$ cat config.mk
export PLATFORM = sky130hd
export DESIGN_NAME = ibex_rf_write_arbiter
export DESIGN_NICKNAME = d
export VERILOG_FILES = /design/src/rtl/ibex_rf_write_arbiter.sv
export SDC_FILE = /design/constraint.sdc
export NUM_CORES = 1
export LEC_CHECK = 0
export CAP_MARGIN = 25
export CORE_MARGIN = 1
export CORE_UTILIZATION = 44
export CTS_CLUSTER_DIAMETER = 80
export DETAILED_ROUTE_END_ITERATION = 12
export PLACE_DENSITY = 0.77
export SLEW_MARGIN = 5
export SYNTH_ARGS = -nofsm -noshare
export SYNTH_HDL_FRONTEND = slang
export SYNTH_SLANG_ARGS = --single-unit
$ cat constraint.sdc
create_clock -name clk_i -period 5 [get_ports clk_i]
set_input_delay 0.75 -clock clk_i [delete_from_list [all_inputs] [get_ports clk_i]]
set_output_delay 0.75 -clock clk_i [all_outputs]
set_load 0.05 [all_outputs]
$ cat src/rtl/ibex_rf_write_arbiter.sv
`default_nettype none
// ============================================================================
// Module   : ibex_rf_write_arbiter
// Purpose  : Sole driver of the register file write port. Merges the in-order
//            WB stage (primary, always wins) with long-latency results
//            (secondary, valid/ready, buffered in a small FIFO). Tracks live
//            buffered writes so ID can stall on RAW hazards.
// Ports    : clk_i/rst_i          clock, asynchronous active-high reset
//            pri_*                primary write (we/waddr/wdata)
//            sec_*                secondary request (valid/ready/waddr/wdata)
//            chk_raddr_a/b_i      ID operand addresses for hazard lookup
//            hazard_a/b_o         live buffered entry targets that operand
//            rf_we/waddr/wdata_o  register file write port
//            count_o              FIFO occupancy (live or killed entries)
//            err_o                illegal RV32E address seen this cycle
// Options  : IBEX_RF_WARB_FWD_EN  adds fwd_valid_a/b_o, fwd_data_a/b_o
// Revision : 1.0 - initial release
// ============================================================================
module ibex_rf_write_arbiter #(
  parameter int unsigned DataWidth = 32,
  parameter int unsigned Depth     = 2,
  parameter bit          RV32E     = 1'b0
) (
  input  logic                         clk_i,
  input  logic                         rst_i,
  input  logic                         pri_we_i,
  input  logic [4:0]                   pri_waddr_i,
  input  logic [DataWidth-1:0]         pri_wdata_i,
  input  logic                         sec_valid_i,
  output logic                         sec_ready_o,
  input  logic [4:0]                   sec_waddr_i,
  input  logic [DataWidth-1:0]         sec_wdata_i,
  input  logic [4:0]                   chk_raddr_a_i,
  input  logic [4:0]                   chk_raddr_b_i,
  output logic                         hazard_a_o,
  output logic                         hazard_b_o,
  output logic                         rf_we_o,
  output logic [4:0]                   rf_waddr_o,
  output logic [DataWidth-1:0]         rf_wdata_o,
  output logic [$clog2(Depth):0]       count_o,
  output logic                         err_o
`ifdef IBEX_RF_WARB_FWD_EN
  ,
  output logic                         fwd_valid_a_o,
  output logic [DataWidth-1:0]         fwd_data_a_o,
  output logic                         fwd_valid_b_o,
  output logic [DataWidth-1:0]         fwd_data_b_o
`endif
);

  localparam int unsigned c_AW = $clog2(Depth);
  localparam int unsigned c_CW = c_AW + 1;
  localparam logic [c_CW-1:0] c_DEPTH = c_CW'(Depth);

  // FIFO storage; live is cleared on pop so live implies occupied.
  logic [Depth-1:0]     r_live;
  logic [4:0]           r_addr [Depth];
  logic [DataWidth-1:0] r_data [Depth];
  logic [c_AW-1:0]      r_rd_ptr;
  logic [c_AW-1:0]      r_wr_ptr;
  logic [c_CW-1:0]      r_count;

  logic w_run;
  logic w_empty;
  logic w_full;
  logic w_ready;
  logic w_pri_ill;
  logic w_sec_ill;
  logic w_pri_act;
  logic w_sec_ok;
  logic w_pop;
  logic w_bypass;
  logic w_enq;

  // Outputs are forced to their reset values while reset is held so the
  // write port goes quiet immediately, not at the next edge.
  assign w_run     = ~rst_i;
  assign w_empty   = (r_count == '0);
  assign w_full    = (r_count == c_DEPTH);
  // Ready depends only on registered occupancy, never on this cycle's pop.
  assign w_ready   = ~w_full;

  assign w_pri_ill = RV32E & pri_we_i & pri_waddr_i[4];
  assign w_sec_ill = RV32E & sec_waddr_i[4];

  assign w_pri_act = w_run & pri_we_i & (pri_waddr_i != 5'd0) & ~w_pri_ill;
  // A secondary worth writing: legal, non-x0, and not shadowed by a younger
  // same-cycle primary write to the same register.
  assign w_sec_ok  = sec_valid_i & w_ready & ~w_sec_ill & (sec_waddr_i != 5'd0)
                     & ~(w_pri_act & (pri_waddr_i == sec_waddr_i));

  assign w_pop     = w_run & ~w_pri_act & ~w_empty;
  assign w_bypass  = w_run & ~w_pri_act & w_empty & w_sec_ok;
  assign w_enq     = w_run & w_sec_ok & ~w_bypass;

  always_ff @(posedge clk_i or posedge rst_i) begin
    if (rst_i) begin
      r_live   <= '0;
      r_rd_ptr <= '0;
      r_wr_ptr <= '0;
      r_count  <= '0;
      for (int i = 0; i < int'(Depth); i++) begin
        r_addr[i] <= '0;
        r_data[i] <= '0;
      end
    end else begin
      // A younger primary write kills every older buffered write to the
      // same register (WAW).
      if (w_pri_act) begin
        for (int i = 0; i < int'(Depth); i++) begin
          if (r_addr[i] == pri_waddr_i) begin
            r_live[i] <= 1'b0;
          end
        end
      end
      if (w_pop) begin
        r_live[r_rd_ptr] <= 1'b0;
        r_rd_ptr         <= r_rd_ptr + 1'b1;
      end
      // The enqueue slot is free and never matches the primary address,
      // so it cannot collide with the kill or pop above.
      if (w_enq) begin
        r_live[r_wr_ptr] <= 1'b1;
        r_addr[r_wr_ptr] <= sec_waddr_i;
        r_data[r_wr_ptr] <= sec_wdata_i;
        r_wr_ptr         <= r_wr_ptr + 1'b1;
      end
      r_count <= r_count + c_CW'(w_enq) - c_CW'(w_pop);
    end
  end

  // Write port mux: primary, then FIFO head, then same-cycle bypass.
  always_comb begin
    rf_we_o    = 1'b0;
    rf_waddr_o = '0;
    rf_wdata_o = '0;
    if (w_pri_act) begin
      rf_we_o    = 1'b1;
      rf_waddr_o = pri_waddr_i;
      rf_wdata_o = pri_wdata_i;
    end else if (w_pop) begin
      // A killed head still pops, but writes nothing.
      rf_we_o    = r_live[r_rd_ptr];
      rf_waddr_o = r_addr[r_rd_ptr];
      rf_wdata_o = r_data[r_rd_ptr];
    end else if (w_bypass) begin
      rf_we_o    = 1'b1;
      rf_waddr_o = sec_waddr_i;
      rf_wdata_o = sec_wdata_i;
    end
  end

  assign sec_ready_o = rst_i | w_ready;
  assign count_o     = r_count;
  // Accepted-but-dropped secondaries also flag the illegal address.
  assign err_o       = w_run & (w_pri_ill | (sec_valid_i & w_ready & w_sec_ill));

`ifdef IBEX_RF_WARB_FWD_EN
  generate
    begin : g_fwd
      logic                 w_hit_a;
      logic                 w_hit_b;
      logic [c_AW-1:0]      w_sel_a;
      logic [c_AW-1:0]      w_sel_b;
      logic [c_AW-1:0]      w_idx;

      // Walk from oldest (read pointer) to youngest; the last match wins.
      always_comb begin
        w_hit_a = 1'b0;
        w_hit_b = 1'b0;
        w_sel_a = '0;
        w_sel_b = '0;
        w_idx   = '0;
        for (int k = 0; k < int'(Depth); k++) begin
          w_idx = r_rd_ptr + c_AW'(k);
          if (r_live[w_idx] && (r_addr[w_idx] == chk_raddr_a_i)) begin
            w_hit_a = 1'b1;
            w_sel_a = w_idx;
          end
          if (r_live[w_idx] && (r_addr[w_idx] == chk_raddr_b_i)) begin
            w_hit_b = 1'b1;
            w_sel_b = w_idx;
          end
        end
      end

      assign fwd_valid_a_o = w_run & w_hit_a & (chk_raddr_a_i != 5'd0);
      assign fwd_valid_b_o = w_run & w_hit_b & (chk_raddr_b_i != 5'd0);
      assign fwd_data_a_o  = r_data[w_sel_a];
      assign fwd_data_b_o  = r_data[w_sel_b];
      // Only stall while the forwarded entry is the head leaving this cycle.
      assign hazard_a_o    = fwd_valid_a_o & w_pop & (w_sel_a == r_rd_ptr);
      assign hazard_b_o    = fwd_valid_b_o & w_pop & (w_sel_b == r_rd_ptr);
    end
  endgenerate
`else
  logic w_hz_a;
  logic w_hz_b;

  always_comb begin
    w_hz_a = 1'b0;
    w_hz_b = 1'b0;
    for (int i = 0; i < int'(Depth); i++) begin
      w_hz_a = w_hz_a | (r_live[i] & (r_addr[i] == chk_raddr_a_i));
      w_hz_b = w_hz_b | (r_live[i] & (r_addr[i] == chk_raddr_b_i));
    end
  end

  assign hazard_a_o = w_run & w_hz_a & (chk_raddr_a_i != 5'd0);
  assign hazard_b_o = w_run & w_hz_b & (chk_raddr_b_i != 5'd0);
`endif

endmodule
`default_nettype wire

==> flow_metrics.py <==
metrics = {
    "clock_tree": {
        "clk_transition_reported_paths_ps": 80,
        "numCtsBuffers": 9,
        "htreeDepth": 3,
        "clkSinkCount": 80,
        "insertion_delay_ps": 340,
        "post_cts_buffers": 0,
        "cts_resized": 0,
        "tritoncts": "yes",
        "clockBufferDepth": 2,
        "postCtsHoldBufs": 0,
        "cts_root_buf": "clkbuf_8",
    },
    "final_layout": {
        "n_fill_cell": 817,
        "area_growth_syn_to_layout_pct": 41.8,
        "fin_cells": 686,
        "seq_area_mm2": 0.00200,
        "fin_nets": 635,
        "design_area_mm2": 0.00670,
        "diodes": 0,
        "layout-drive-gt1-share": 0.340,
        "multi_input_area_mm2": 0.00257,
    },
    "place": {
        "io_buffers": 130,
        "place_inst": 670,
        "place_area_mm2": 0.00650,
        "routabilityCongestion": 0.914,
        "place_ws_ps": 836,
        "place_hpwl_mm": 8.54,
    },
    "global_routing": {
        "antenna_found_initial": 0,
        "track_usage": 0.226,
        "grt_start_max_net_pins": 48,
        "gr-total-overflow": 0,
        "grt_pass1_wl_mm": 19.9,
        "grt_pass1_vias": 3985,
    },
    "timing": {
        "finalClockSkew_ps": 10.8,
        "drv_slew": 0,
        "tightest_slew_ps": 996,
        "maxSlewHeadroom": 0.336,
        "finalSetupViolations": 0,
        "hold_viol": 0,
        "grt_setup_unrepaired": "no",
        "finalSetupTns_ps": 0,
        "setup_ws_ps": 810,
        "timing.final.crit_period_ps": 4190,
        "period_share": 0.838,
        "fmax_mhz": 239,
    },
    "power": {
        "p_per_area_mw_per_mm2": 531,
        "p_total_mw": 3.56,
        "p_seq_frac": 0.361,
        "ir_drop_mv": 0.275,
        "clockPowerShare": 0.138,
        "switching_share": 0.378,
        "p_comb_frac": 0.501,
        "cellLeakagePower_nw": 2.68,
        "p_sw_mw": 1.35,
        "internal_power_mw": 2.21,
    },
    "drt": {
        "ant_nets": 0,
        "viasPerCell": 5.54,
        "wl_mm": 12.0,
        "vias": 3799,
        "first_iter_violations": 162,
        "drt_first_pass_iters": 4,
        "routedWlPerCell_um": 17.5,
        "drc": 0,
    },
    "yosys": {
        "synth_area_mm2": 0.00473,
        "yosys.area.top_type_share": 0.424,
        "ys.warnings.count": 0,
        "synth_nets": 513,
        "synth_area_leaders": "dfrtp_1 (42%), mux2_2 (26%), a22oi_1 (5.9%)",
        "yosysSeqAreaShare": 0.424,
        "ys_ff_latch": 80,
        "syn_inst": 423,
        "syn_area_per_cell_um2": 11.2,
        "yosysTopAreaCell": "dfrtp_1",
        "synthDistinctLibCells": 35,
    },
    "min_path": {
        "min_path_type": "flip-flop to flip-flop",
    },
    "floorplanning": {
        "start_util": 0.456,
        "die_h_um": 106,
        "core-area_mm2": 0.0104,
        "pin_count": 132,
        "die_w_um": 106,
        "fp.dieArea_mm2": 0.0112,
        "rows": 37,
    },
    "setup_path": {
        "crit_arrival_ps": 3440,
        "reg2reg_depth": 9,
        "crit_buf_inv": 3,
        "critical_path.endpoint": "rf_wdata_o[27]",
        "worst-path-stages": 8,
        "cp-end-kind": "output port",
        "path_delay_family": "simple AND/OR/NAND/NOR gates",
        "crit_type": "input port to output port",
        "cp_data_required_time_ps": 4250,
        "r2r_start": "count_o[0]",
        "timing.rr.end": "count_o[1]",
        "cp-startpoint": "pri_waddr_i[2]",
        "r2r_slack_ps": 2860,
        "crit_chain": "clkdlybuf4s50_1 > or3_4 > or3_1 > nand2_2 > buf_4 > nor2_1 > a21oi_1 > buf_12",
        "cp_slowest_stage_delay_ps": 540,
        "cp_slowest_cell": "clkdlybuf4s50_1",
        "critPathMaxFanout": 29,
        "start_kind": "input port",
    },
    "status": {
        "status": "finished, final reports clean",
    },
    "job": {
        "drv_cap": 0,
    },
}
## cell families (layout without fill, tap and decap cells)
| group | after synthesis | in the layout | synth area share |
|---|---|---|---|
| and+or+nand+nor | 72 | 72 | 0.0773 |
| adders and majority gates | 2 | 2 | 0.00529 |
| AOI/OAI and AO/OA | 84 | 84 | 0.118 |
| buffers and inverters | 33 | 160 | 0.0355 |
| DFF | 80 | 80 | 0.424 |
| other | 1 | 1 | 0.000794 |
| xor gates and xnor gates | 39 | 39 | 0.0723 |
| muxes | 112 | 112 | 0.267 |
## power groups by stage
| stage | Sequential, mW | Combinational [mW] | Clock, mW |
|---|---|---|---|
| floorplan | 1.18 | 1.25 | 0 |
| global placement | 1.27 | 1.74 | 0 |
| detailed placement | 1.30 | 1.79 | 0 |
| CTS | 1.28 | 1.80 | 0.505 |
| global route | 1.34 | 1.90 | 0.530 |
| finish | 1.29 | 1.78 | 0.491 |
## sequential cells by signal, summed over array words and instances (netlist names)
name	cells
r_rd_ptr	1
r_addr	10
count_o	2
r_live	2
r_wr_ptr	1
r_data	64
## cells in the final DEF (no fill, tap or decap), types with 2 or more instances in the layout
master	n
inv_6	3
a21oi_1	37
nand2_1	6
nand3_1	9
buf_4	14
or3_1	3
nor2b_1	3
xor2_1	21
xnor2_1	18
clkbuf_8	9
buf_12	36
dfrtp_1	79
or4_1	4
nor4_1	4
ha_1	2
o21ai_0	2
a22oi_1	37
clkdlybuf4s50_1	92
nor2_1	37
clkinv_2	2
mux2_2	111
## final cells by class
| class | instances | share of cell area |
|---|---|---|
| clock buffers | 9 | 0.0185 |
| clock inverters | 7 | 0.0116 |
| inverters | 2 | 0.00131 |
| multi-input cells | 310 | 0.384 |
| flip-flops and latches | 80 | 0.299 |
| well taps | 136 | 0.0254 |
| repair buffers | 142 | 0.261 |
## synth_stat cells, drive strengths merged
cell,instances
a21oi,37
a221o,1
a22oi,37
a31o,1
buf,16
clkbuf,15
conb,1
dfrtp,80
ha,2
inv,2
mux2,112
nand2,7
nand3,9
nor2,37
nor2b,4
nor4,5
nor4b,2
o211a,1
o21ai,2
o22a,1
o22ai,1
o31ai,2
o41ai,1
or3,4
or4,4
xnor2,18
xor2,21
## stage by stage
stage               utilization  hold WS (ps)
floorplan                     -           454
global route              0.646           522
CTS                       0.646           510
global placement          0.627           465
finish                    0.646           507
detailed placement        0.627           491
## layer usage
| layer | vias to the layer above | GRT usage | part of all wire | routed length (µm) |
|---|---|---|---|---|
| met5 | - | 0 | 0 | 0 |
| li1 | 1786 | - | - | - |
| met1 | 1894 | 0.285 | 0.42 | 5050 |
| met3 | 10 | 0.0396 | 0.048 | 579 |
| met2 | 109 | 0.398 | 0.52 | 6300 |
| met4 | 0 | 0.0635 | 0.0085 | 102 |
## worst min path at each step
stage                from    endpoint  slack (ps)  cells past startpoint
6_report       r_data[21]  r_data[21]         510                      1
5_1_grt        r_data[56]  r_data[56]         520                      1
4_1_cts        r_data[21]  r_data[21]         510                      1
3_5_place_dp    r_data[8]   r_data[8]         490                      1
3_3_place_gp   r_data[56]  r_data[56]         460                      1
2_1_floorplan  r_data[56]  r_data[56]         450                      1
(Power assumes the default switching activity.)
